--- config.mk ---
export PLATFORM = sky130hd
export DESIGN_NAME = mem_access_ctrl
export DESIGN_NICKNAME = d
export VERILOG_FILES = /design/src/rtl/mem_access_ctrl.sv
export SDC_FILE = /design/constraint.sdc
export NUM_CORES = 1
export LEC_CHECK = 0
export CAP_MARGIN = 20
export CORE_MARGIN = 2
export CORE_UTILIZATION = 44
export DETAILED_ROUTE_END_ITERATION = 10
export GPL_ROUTABILITY_DRIVEN = 0
export PLACE_DENSITY = 0.95
export SLEW_MARGIN = 20
export SYNTH_ARGS = -nofsm -noshare
export SYNTH_HDL_FRONTEND = slang
export SYNTH_SLANG_ARGS = --single-unit
--- constraint.sdc ---
create_clock -name clk -period 4.9 [get_ports clk]
set_input_delay 0.98 -clock clk [delete_from_list [all_inputs] [get_ports clk]]
set_output_delay 0.98 -clock clk [all_outputs]
set_load 0.05 [all_outputs]
--- src/rtl/mem_access_ctrl.sv ---
// Single-port word-memory access controller: one request at a time, address and
// controls held for WAIT_CYCLES cycles, then a one-cycle completion pulse.
module mem_access_ctrl #(
    parameter int WAIT_CYCLES = 1
) (
    input  logic        clk,
    input  logic        rst,
    // Request handshake: a transfer is accepted on a rising edge where
    // req_valid and req_ready are both 1. req_ready is high only in IDLE, and
    // the request fields are sampled on that edge only; at any other time
    // req_valid and the fields are ignored.
    input  logic        req_valid,
    output logic        req_ready,
    input  logic        req_write,
    input  logic [11:0] req_addr,
    input  logic [15:0] req_wdata,
    output logic        rsp_valid,
    output logic [15:0] rsp_rdata,
    output logic        mem_read,
    output logic        mem_write,
    output logic [11:0] mem_addr,
    output logic [15:0] mem_wdata,
    input  logic [15:0] mem_rdata,
    output logic [1:0]  dbg_state
);

    // 0 behaves as 1; values beyond the 4-bit counter range saturate.
    localparam int WAIT_EFF = (WAIT_CYCLES < 1) ? 1 :
                              ((WAIT_CYCLES > 15) ? 15 : WAIT_CYCLES);
    localparam logic [3:0] CNT_LOAD = 4'(WAIT_EFF - 1);

    typedef enum logic [1:0] {
        IDLE   = 2'd0,
        ACCESS = 2'd1,
        RESP   = 2'd2
    } state_t;

    state_t      state_q, state_d;
    logic [3:0]  cnt_q, cnt_d;
    logic        wr_q, wr_d;
    logic        first_q, first_d;
    logic [11:0] addr_q, addr_d;
    logic [15:0] wdata_q, wdata_d;
    logic [15:0] rdata_q, rdata_d;

    always_ff @(posedge clk or negedge rst) begin
        if (!rst) begin
            state_q <= IDLE;
            cnt_q   <= 4'd0;
            wr_q    <= 1'b0;
            first_q <= 1'b0;
            addr_q  <= 12'd0;
            wdata_q <= 16'd0;
            rdata_q <= 16'd0;
        end else begin
            state_q <= state_d;
            cnt_q   <= cnt_d;
            wr_q    <= wr_d;
            first_q <= first_d;
            addr_q  <= addr_d;
            wdata_q <= wdata_d;
            rdata_q <= rdata_d;
        end
    end

    always_comb begin
        state_d = state_q;
        cnt_d   = cnt_q;
        wr_d    = wr_q;
        first_d = first_q;
        addr_d  = addr_q;
        wdata_d = wdata_q;
        rdata_d = rdata_q;
        case (state_q)
            IDLE: begin
                if (req_valid) begin
                    state_d = ACCESS;
                    cnt_d   = CNT_LOAD;
                    wr_d    = req_write;
                    first_d = 1'b1;
                    addr_d  = req_addr;
                    wdata_d = req_wdata;
                end
            end
            ACCESS: begin
                first_d = 1'b0;
                if (cnt_q == 4'd0) begin
                    state_d = RESP;
                    if (!wr_q) rdata_d = mem_rdata;
                end else begin
                    cnt_d = cnt_q - 4'd1;
                end
            end
            RESP: begin
                state_d = IDLE;
            end
            default: begin
                state_d = IDLE;
            end
        endcase
    end

    // Controls decode straight from the state so an asynchronous reset drops
    // them in the same instant it forces IDLE.
    assign req_ready = (state_q == IDLE);
    assign rsp_valid = (state_q == RESP);
    assign mem_read  = (state_q == ACCESS) && !wr_q;
    assign mem_write = (state_q == ACCESS) && wr_q && first_q;
    assign mem_addr  = addr_q;
    assign mem_wdata = wdata_q;
    assign rsp_rdata = rdata_q;
    assign dbg_state = state_q;

endmodule

==> qor.csv, run 1 <==
metric,value,unit
h-tree-depth,2,
r2r-start,cnt_q[0],
grt_usage,17.3,%
async_flop_share,100,%
holdBufCountCts,0,
setup_viol,0,
arrival,2.07,ns
maxCapViolCount,0,
synth_top_area_cell,dfrtp_1,
initialDrtViolationCount,45,
netlist_top_cells_count,"dfrtp_1 (52), mux2_2 (35), mux2_4 (10)",
r2r-end,rsp_rdata[14],
antenna_found_initial,0,
cp.required,3.92,ns
period_needed,3.05,ns
drt-wirelength-per-cell,15.1,um
post_cts_buffers,0,
dr.pass1.iters,4,
crit_path_start,dbg_state[0],
numCtsBuffers,5,
worst-slew-pin-transition,0.867,ns
pin_count,98,
min_period_over_period,62.2,%
cts-resized-gates,0,
synth.net_count,190,
rsz0062_at_grt,no,
cp_max_fo,13,
clkLatencyLatePin,0.30,ns
cts.root.buffer_cell,clkbuf_8,
num_rows,25,
start_util,45.3,%
clockBufferDepth,2,
hold_viol_final,0,
min_path_type,register to register,
synth-seq-cells,52,
syn_inst,140,
syn2layout_area_growth,52.3,%
drive_gt1_share,23.8,%
reg2reg_depth,5,
grt.overflow.total,0,
dieArea,0.00537,mm2
cts_tree,yes,
avgSynthCellArea,15.1,um2
clkTransAtPathRegs,0.08,ns
synth_most_common_cell,dfrtp_1,
grt_pass1_wl,7.09,mm
synth_top_area_share,61.6,%
die_w,73.3,um
dieHeight,73.3,um
yosys_warnings,0,
nNetsFinal,289,
cts_sinks,52,
place_ws,1.85,ns
wl,4.45,mm
slew_headroom,42.2,%
dp_hpwl,3.28,mm
crit_type,register to primary output,
seqCellArea,0.00130,mm2
multi_input_area,756,um2
post_synth_num_cell_types,23,
drv_slew,0,
critical_path.endpoint,mem_write,
outcome,completed,
finalClockSkew,0.00915,ns
grt_max_degree,53,
fin_setup_tns,0,ns
startpoint_type,register,
diodes,0,
fmax,328,MHz
setup_slack,1.85,ns
synth_edf_count,0,
core,0.00466,mm2
ant_nets,0,
synth-seq-area-share,61.6,%
synth_area,0.00211,mm2
drc,0,
via_per_inst,5.06,
reg2reg_slack,2.54,ns
synthFlopType,dfrtp_1,
port-buffer-count,97,
nFillCells,332,
synth_top_cells_by_area,"dfrtp_1 (62%), mux2_2 (19%), mux2_4 (7.1%)",
grt_pass1_vias,1523,
vias,1488,
end_kind,primary output,
## area by class of cell
type / instances / share of cell area (%)
Clock buffer: 6 / 2.26
Inverter: 2 / 0.233
Tap cell: 54 / 2.10
Sequential cell: 52 / 40.5
Timing Repair Buffer: 98 / 30.4
Multi-Input combinational cell: 80 / 23.5
Clock inverter: 2 / 1.09
## state kept, by name, indices dropped and copies added (netlist names)
| name | flops |
|---|---|
| mem_wdata | 16 |
| rsp_rdata | 16 |
| first_q | 1 |
| mem_addr | 12 |
| wr_q | 1 |
| dbg_state | 2 |
| cnt_q | 4 |
## through the flow
step,std cells,utilization [%],hold slack (ns),area [um2]
after global routing,294,69.0,0.527,3220
after CTS,294,69.0,0.501,3220
final,294,69.0,0.501,3220
after global placement,286,66.6,0.473,3110
after detailed placement,286,66.7,0.481,3110
after floorplan,140,-,0.464,2110
## cell usage in the layout, fill, tap and decap left out, types with 2 or more instances in the layout
| master | instances |
|---|---|
| clkdlybuf4s50_1 | 96 |
| dfrtp_1 | 52 |
| mux2_2 | 35 |
| mux2_4 | 10 |
| nand3_1 | 7 |
| nor2_1 | 5 |
| nand2_1 | 5 |
| clkbuf_8 | 5 |
| nor2b_1 | 3 |
| or3_1 | 3 |
| inv_1 | 2 |
| ha_1 | 2 |
| buf_4 | 2 |
## per-layer routing
layer  part of all wire (%)  wire [um]  global-route usage (%)
met1                     40       1760                    20.8
met2                     51       2290                    28.9
met3                    7.3        323                    6.31
met4                    1.7         74                    5.76
met5                      0          0                       0
## kinds of logic (layout without fill, tap and decap cells)
logic type | Yosys count | count (layout) | share of synthesized area [%]
DFF | 52 | 52 | 61.6
adders and majority gates | 2 | 2 | 1.19
buffers and inverters | 8 | 108 | 2.67
muxes | 45 | 45 | 25.8
and+or+nand+nor | 28 | 28 | 7.11
AOI/OAI and AO/OA | 5 | 5 | 1.60
## worst max-delay path: stages (launching register included)
cell	delay (ns)
dfrtp_1	0.57
nand2b_1	0.23
nor2_1	0.16
clkdlybuf4s50_1	0.81
## worst min path at each step
stage                      from           to  cells after the start
floorplan               first_q      first_q                      1
global placement        first_q      first_q                      1
detailed placement      first_q      first_q                      1
CTS                     first_q      first_q                      1
global route        mem_addr[4]  mem_addr[4]                      1
finish                  first_q      first_q                      1
Power of run 1 is not shown: default switching activity piles up to over one toggle a cycle in this logic, so the estimate is an artifact.
==> run 2: changes to the inputs <==
CORE_UTILIZATION = 37   (was 44)
PLACE_DENSITY = 0.86   (was 0.95)
clock period = 2.45 ns   (was 4.9 ns; I/O delays follow)
==> run 2 against run 1 <==
Effect of this change: register-to-register slack got worse by 2.2 ns; critical path depth decreased by 1; highest routed layer unchanged; flip-flop and latch count unchanged; critical endpoint is now rsp_valid; first-iteration DRC count decreased by 22%; non-clock buffer count increased by 3; final cell count increased by 7.1%; clock skew decreased by 0.00092 ns; via count increased by 0.20%; sequential share of layout area decreased by 0.62 points.
==> qor.csv, run 2 (synthesis results as in run 1) <==
metric,value,unit
outcome,completed,
fin_setup_tns,0,ns
slowest_delay,0.81,ns
dp_hpwl,3.35,mm
antenna_found_initial,0,
worstPathCellList,"nor2b_1, clkdlybuf4s50_1",
rsz0062_at_grt,no,
dieHeight,79.5,um
clkLatencyLatePin,0.30,ns
grt_pass1_wl,7.40,mm
nNetsFinal,292,
cts.root.buffer_cell,clkbuf_8,
pin_count,98,
num_rows,27,
slowest_stage,clkdlybuf4s50_1,
setup_viol,0,
wl,4.52,mm
numCtsBuffers,5,
finalClockSkew,0.00823,ns
drv_slew,0,
arrival,1.80,ns
crit_type,register to primary output,
cts_sinks,52,
path_buf_inv,1,
grt_pass1_vias,1614,
r2r-start,cnt_q[0],
via_per_inst,4.73,
maxCapViolCount,0,
cts_tree,yes,
vias,1491,
start_util,38.3,%
clkTransAtPathRegs,0.09,ns
min_path_type,input port to async pin,
cts-resized-gates,0,
core,0.00551,mm2
slew_headroom,64.5,%
initialDrtViolationCount,35,
drc,0,
drt-wirelength-per-cell,14.3,um
h-tree-depth,2,
period_needed,2.29,ns
port-buffer-count,97,
min_period_over_period,93.5,%
grt_usage,15.2,%
die_w,79.5,um
final_common_cell,clkdlybuf4s50_1,
nFillCells,465,
crit_path_start,dbg_state[0],
dieArea,0.00633,mm2
drive_gt1_share,25.5,%
path_delay_family,buffers and inverters,
startpoint_type,register,
ant_nets,0,
syn2layout_area_growth,54.7,%
grt.overflow.total,0,
worst-slew-pin-transition,0.531,ns
clockBufferDepth,2,
cp_max_fo,13,
diodes,0,
end_kind,primary output,
fmax,437,MHz
grt_max_degree,53,
dr.pass1.iters,4,
cp.required,1.96,ns
layout_common_cells,"clkdlybuf4s50_1 (94), dfrtp_1 (52), mux2_2 (35)",
hold_viol_final,0,
post_cts_buffers,0,
holdBufCountCts,0,
run 2: cell count changes in the layout (fill, tap and decap cells not counted), sizes merged:
cell,previous run,this run
buf,2,7
clkdlybuf4s50,96,94
run 2: path summary, 6_finish.rpt:
| check | to | slack (ns) | cells past startpoint |
|---|---|---|---|
| worst max-delay path | rsp_valid | 0.16 | 2 |
| min in group clk | mem_wdata[4] | 0.51 | 1 |
| max in group asynchronous | mem_wdata[7] | 2.04 | 2 |
| worst max register to register | rsp_rdata[10] | 0.39 | 6 |
| worst min register to register | mem_wdata[4] | 0.51 | 1 |
| worst min-delay path | mem_wdata[3] | 0.17 | 2 |
run 2: metal layers:
metal	GRT usage, %	vias to the layer above	share of wire (%)
li1	-	693	-
met1	16.3	732	39
met2	27.5	59	52
met3	4.52	7	6.8
met4	6.21	0	2.0
met5	0	-	0
run 2: cell type report:
class                      instances  area (um2)  share of cell area [%]
sequential                        52        1300                    39.8
timing repair buffer             101        1000                    30.7
multi-input combinational         80         756                    23.1
tap                               72        90.1                    2.76
clock buffer                       6        72.6                    2.22
clock inverter                     2        35.0                    1.07
inverter                           2        7.51                   0.230
run 2: through the flow:
stage	area (um2)	hold slack [ns]	setup WS, ns	utilization [%]	instances
after detailed placement	3160	0.492	0.338	57.4	307
after global placement	3160	0.474	0.374	57.4	307
after floorplan	2110	0.194	0.367	-	140
after CTS	3270	0.175	0.158	59.3	315
after global routing	3270	0.174	0.0688	59.3	315
final	3270	0.171	0.160	59.3	315
run 2: worst reg2reg max path, stage by stage (launching register included):
cell     delay [ns]
dfrtp_1        0.42
inv_1          0.10
ha_1           0.18
or3b_4         0.40
or3_1          0.31
buf_4          0.23
mux2_4         0.33
Power of run 2 is left out for the same reason.
